[src/rtl/beep_ctrl_if.sv]
// Handshake bundle between a beep requester/beeper and beep_ctrl.
// The master side drives req/n/over; the slave side (the controller) drives the status outputs.
interface beep_ctrl_if;
    logic       req;
    logic [2:0] n;
    logic       over;
    logic       st;
    logic       busy;
    logic [3:0] pend;
    logic       done;
    logic       ovf;
    logic       tmo;

    modport master (output req, n, over, input st, busy, pend, done, ovf, tmo);
    modport slave  (input req, n, over, output st, busy, pend, done, ovf, tmo);
endinterface

[src/rtl/beep_ctrl.sv]
// Beep sequencer: queues requested beeps and plays them one at a time.
// Each beep is a clear phase, a run phase ended by the beeper or a timeout, and a gap.
module beep_ctrl #(
    parameter int GAP = 200,
    parameter int TMO = 1500
) (
    input  logic        clk,
    input  logic        rst,
    beep_ctrl_if.slave  bus
);
    localparam int TMAX = (GAP > TMO) ? GAP : TMO;
    localparam int TW   = $clog2(TMAX + 1);

    typedef enum logic [1:0] {IDLE, CLR, RUN, GAPW} state_t;

    state_t        state, state_nx;
    logic [TW-1:0] timer;
    logic          pop;
    logic          to_hit;
    logic [4:0]    pend_sum;
    logic          sat;

    always_comb begin
        state_nx = state;
        pop      = 1'b0;
        to_hit   = 1'b0;
        case (state)
            IDLE: if (bus.pend != 4'd0) begin
                state_nx = CLR;
                pop      = 1'b1;
            end
            CLR: if (timer == TW'(1)) state_nx = RUN;
            RUN: begin
                // Completion wins over a timeout landing on the same cycle.
                if (bus.over) begin
                    state_nx = GAPW;
                end else if (timer == TW'(TMO - 1)) begin
                    state_nx = GAPW;
                    to_hit   = 1'b1;
                end
            end
            GAPW: if (timer == TW'(GAP - 1)) begin
                if (bus.pend != 4'd0) begin
                    state_nx = CLR;
                    pop      = 1'b1;
                end else begin
                    state_nx = IDLE;
                end
            end
            default: state_nx = IDLE;
        endcase
    end

    // A pop only happens with pend>0, so the difference never underflows.
    assign pend_sum = {1'b0, bus.pend} + (bus.req ? {2'b00, bus.n} : 5'd0) - {4'd0, pop};
    assign sat      = (pend_sum > 5'd15);

    always_ff @(posedge clk or posedge rst) begin
        if (rst) begin
            state    <= IDLE;
            timer    <= '0;
            bus.st   <= 1'b0;
            bus.busy <= 1'b0;
            bus.pend <= 4'd0;
            bus.done <= 1'b0;
            bus.ovf  <= 1'b0;
            bus.tmo  <= 1'b0;
        end else begin
            state    <= state_nx;
            // Timer restarts on every state change and is bounded by the exit compares.
            if (state_nx != state)  timer <= '0;
            else if (state != IDLE) timer <= timer + TW'(1);
            bus.st   <= (state_nx == RUN);
            bus.busy <= (state_nx != IDLE);
            bus.done <= (state == GAPW) && (state_nx == IDLE);
            bus.pend <= sat ? 4'd15 : pend_sum[3:0];
            if (sat)    bus.ovf <= 1'b1;
            if (to_hit) bus.tmo <= 1'b1;
        end
    end
endmodule

[src/flat_wrapper.sv]
// flat-port wrapper written by rule: the top's interface ports become plain ports
module beep_ctrl_flat 
#(
    parameter int GAP = 200,
    parameter int TMO = 1500
)
  (clk, rst, bus_req, bus_n, bus_over, bus_st, bus_busy, bus_pend, bus_done, bus_ovf, bus_tmo);
  beep_ctrl_if bus_i ();
  input  logic clk;
  input  logic rst;
  input wire logic [$bits(bus_i.req)-1:0] bus_req;
  input wire logic [$bits(bus_i.n)-1:0] bus_n;
  input wire logic [$bits(bus_i.over)-1:0] bus_over;
  output wire logic [$bits(bus_i.st)-1:0] bus_st;
  output wire logic [$bits(bus_i.busy)-1:0] bus_busy;
  output wire logic [$bits(bus_i.pend)-1:0] bus_pend;
  output wire logic [$bits(bus_i.done)-1:0] bus_done;
  output wire logic [$bits(bus_i.ovf)-1:0] bus_ovf;
  output wire logic [$bits(bus_i.tmo)-1:0] bus_tmo;
  assign bus_i.req = bus_req;
  assign bus_i.n = bus_n;
  assign bus_i.over = bus_over;
  assign bus_st = bus_i.st;
  assign bus_busy = bus_i.busy;
  assign bus_pend = bus_i.pend;
  assign bus_done = bus_i.done;
  assign bus_ovf = bus_i.ovf;
  assign bus_tmo = bus_i.tmo;
  beep_ctrl #(.GAP(GAP), .TMO(TMO)) u_core (.clk(clk), .rst(rst), .bus(bus_i));
endmodule
[config.mk]
export PLATFORM = sky130hd
export DESIGN_NAME = beep_ctrl_flat
export DESIGN_NICKNAME = d
export VERILOG_FILES = /design/src/rtl/beep_ctrl_if.sv /design/src/rtl/beep_ctrl.sv /design/src/flat_wrapper.sv
export SDC_FILE = /design/constraint.sdc
export NUM_CORES = 1
export LEC_CHECK = 0
export CORE_MARGIN = 5
export CORE_UTILIZATION = 53
export DETAILED_ROUTE_END_ITERATION = 7
export PLACE_DENSITY = 0.77
export SYNTH_ARGS = -nofsm -noshare
export SYNTH_HDL_FRONTEND = slang
export SYNTH_SLANG_ARGS = --single-unit
[constraint.sdc]
create_clock -name clk -period 9.3 [get_ports clk]
set_input_delay 2.325 -clock clk [delete_from_list [all_inputs] [get_ports clk]]
set_output_delay 2.325 -clock clk [all_outputs]
set_load 0.01 [all_outputs]
==> run metrics <==
ys flop type dfrtp_1; Antenna diodes 0; Worst EP required 9.49 ns; CP max-delay cell clkdlybuf4s50_1; crit-path leading delay family adder cells; EDFF count, synth 0; initial antenna violation count 0; vias in the first global route about 1,100; Post-Route WL roughly 2800 um; post-synth top area cell dfrtp_1; Final setup viols 0; RSZ-0062 raised after global routing false; worst slew pin tran between 1 and 1.5 ns; Worst Reg-to-Reg Cells 12; cell depth of the worst min-delay path 1; synthesized area 1520 sq um; clk sinks 22; CP Max Fanout 5; Syn Inst Count ~150; Crit path largest cell delay roughly 0.50 ns; CTS tree yes; status finished, final reports clean; fillcell total roughly 230; maximum clock rate between 200 and 250 MHz; Layout Nets 185; Core Box Area 2760 sq um; Synth area leaders dfrtp_1, ha_1, nor3_2, xnor2_1, inv_1; Final Hold Fails 0; Clock H-tree levels 1; crit end category register; clk_lat worst skew about 0.31 ns; router iterations before antenna repair 4; DPL Wire Length 2120 um; critical-path cell list clkdlybuf4s50_1, nand2_1, ha_1, inv_1, fa_1, a21o_1, a21oi_1, xnor2_1, nand2_1; clk_skew between 0.001 and 0.0015 ns; min Tclk post-route between 4 and 5 ns; I/O Buffers 15; Worst Path Buf+Inv 2; Hold Buf Count CTS 0; Max-Cap Viols 0; Root Driver clkbuf_4; Sequential Area approximately 550 sq um; DRC Markers 0; global-route wire length before repair just under 5000 um; Post CTS Setup Buffer Count 0; HP Class reg2reg; CTS clk-pin slew, worst paths approximately 0.12 ns; Slew Limit Headroom a little over a quarter; WS Path Type in2reg; pin count of the biggest net entering global routing 23; die footprint 4030 sq um; number of cells on the critical path 9; sequential fraction of the synthesis area a little over a third; GP Congestion 0.889; die extent in x 63.5 um; Peak VDD IR approximately 0.28 mV; setup TNS 0 ns; 1st-iter DRT viols 39; Layout area overhead 12.9%; CTS Buf Count 3; async set-reset flop share out of synthesis 100%; DR vias/cell 5.69; Critical Path Most Common Cell nand2_1; Clock Path Buffers 2; total grt overflow 0; Tcrit/Tclk final ~45%; post-route ant nets 0; Synth warnings 0; Post-CTS Resized 0; row count 19; post-synthesis cell type count 45; starting density of the core between 50% and 60%; Avg Cell Area, Syn around 10 sq um; layout cells sized above 1 between 15 and 20%; via count 1,099; Leak Pwr approximately 0.78 nW; Die Span Y between 60 and 70 um; Overall Power between 0.4 and 0.5 mW; worst path arrival time 4.34 ns; Multi-input gate area around 870 sq um; Max Slew Vio Count 0; wire per inst about 14 um; Pwr Density roughly 270 nW/um^2; CP Launch Type primary input; area fraction of the dominant cell type after synthesis a little over a third; flop2flop setup slack roughly 6.2 ns; Ports 16; synthesized net count 168; #FFs+latches synth 22; GRT Total Usage 15.2%
layout by cell type, fill, tap and decap left out, types with 2 or more instances in the layout:
cell and n:
a21oi_1 5, dfrtp_1 22, clkbuf_4 3, nor3_2 11, nand2b_1 5, inv_1 17, a21o_1 2, nand4b_1 2
nor2_1 3, nand2_1 8, nor3_1 4, clkdlybuf4s50_1 15, o311ai_1 2, ha_1 14, xor2_1 5, nand3_1 3
and3_1 4, xnor2_1 8
synth_stat cells (3+ instances only):
cell type / number
nand2_1: 8
nand3_1: 3
buf_6: 3
nand2b_1: 5
inv_1: 17
ha_1: 14
and3_1: 4
nor3_1: 4
xnor2_1: 8
a21oi_1: 5
xor2_1: 5
dfrtp_1: 22
nor3_2: 11
nor2_1: 3
path summary, 6_finish.rpt:
| path | endpoint | start |
|---|---|---|
| max | u_core.bus.pend[2]$_DFF_PP0_ | bus_req |
| min | u_core.bus.tmo$_DFFE_PP0P_ | u_core.bus.tmo$_DFFE_PP0P_ |
| max reg2reg | u_core.bus.pend[2]$_DFF_PP0_ | u_core.timer[3]$_DFFE_PP0P_ |
| min reg2reg | u_core.bus.tmo$_DFFE_PP0P_ | u_core.bus.tmo$_DFFE_PP0P_ |
| max in group asynchronous | u_core.bus.done$_DFF_PP0_ | rst |
| min in group asynchronous | u_core.bus.ovf$_DFFE_PP0N_ | rst |
layout make-up:
class / count / area share, %
Multi-Input combinational cell: 103 / 50.5
Sequential cell: 22 / 32.1
Clock buffer: 4 / 2.12
Timing Repair Buffer: 16 / 9.20
Inverter: 17 / 3.73
Tap cell: 31 / 2.26
through the flow:
stage	setup slack, ns	std cells	util (%)	instance area, sq um	hold WS, ns
floorplan	5.45	146	-	1520	0.504
global placement	4.89	189	60.8	1680	0.457
detailed placement	4.82	189	60.8	1680	0.469
CTS	5.15	193	62.1	1710	0.501
global route	5.11	193	62.1	1710	0.525
finish	5.16	193	62.1	1710	0.492
layer usage:
layer / global-route usage, % / wire [um] / up-vias
li1: - / - / 547
met1: 17.5 / 1260 / 522
met2: 25.0 / 1370 / 22
met3: 3.73 / 90 / 8
met4: 9.61 / 68 / 0
met5: 0 / 0 / -
cell families (layout without fill, tap and decap cells):
group / after synthesis / in the layout / synth area share, %
and+or+nand+nor: 54 / 54 / 25.3
DFF: 22 / 22 / 36.3
AOI/OAI and AO/OA: 21 / 21 / 11.4
buffers and inverters: 21 / 37 / 6.68
adders and majority gates: 15 / 15 / 12.9
xor gates and xnor gates: 13 / 13 / 7.50
sequential cells by signal, summed over array words and instances (netlist names):
signal           count
u_core.bus.busy      1
u_core.bus.tmo       1
u_core.timer        11
u_core.state         2
u_core.bus.ovf       1
u_core.bus.pend      4
u_core.bus.st        1
u_core.bus.done      1
power by group:
| group | leakage, nW | internal (mW) | total, mW | switching, mW |
|---|---|---|---|---|
| Combinational | 0.488 | 0.117 | 0.272 | 0.155 |
| Sequential | 0.275 | 0.117 | 0.140 | 0.0227 |
| Clock | 0.0210 | 0.0239 | 0.0532 | 0.0292 |
worst reg2reg max path: cells and delay by family, from the launching register on:
family,cells,cell delay [ns]
fa+ha+maj,3,0.76
xor+xnor,1,0.22
simple gates,4,1.06
buf+inv,1,0.04
compound gates,3,0.43
flops,1,0.45
Power figures use the tool's default switching activity.
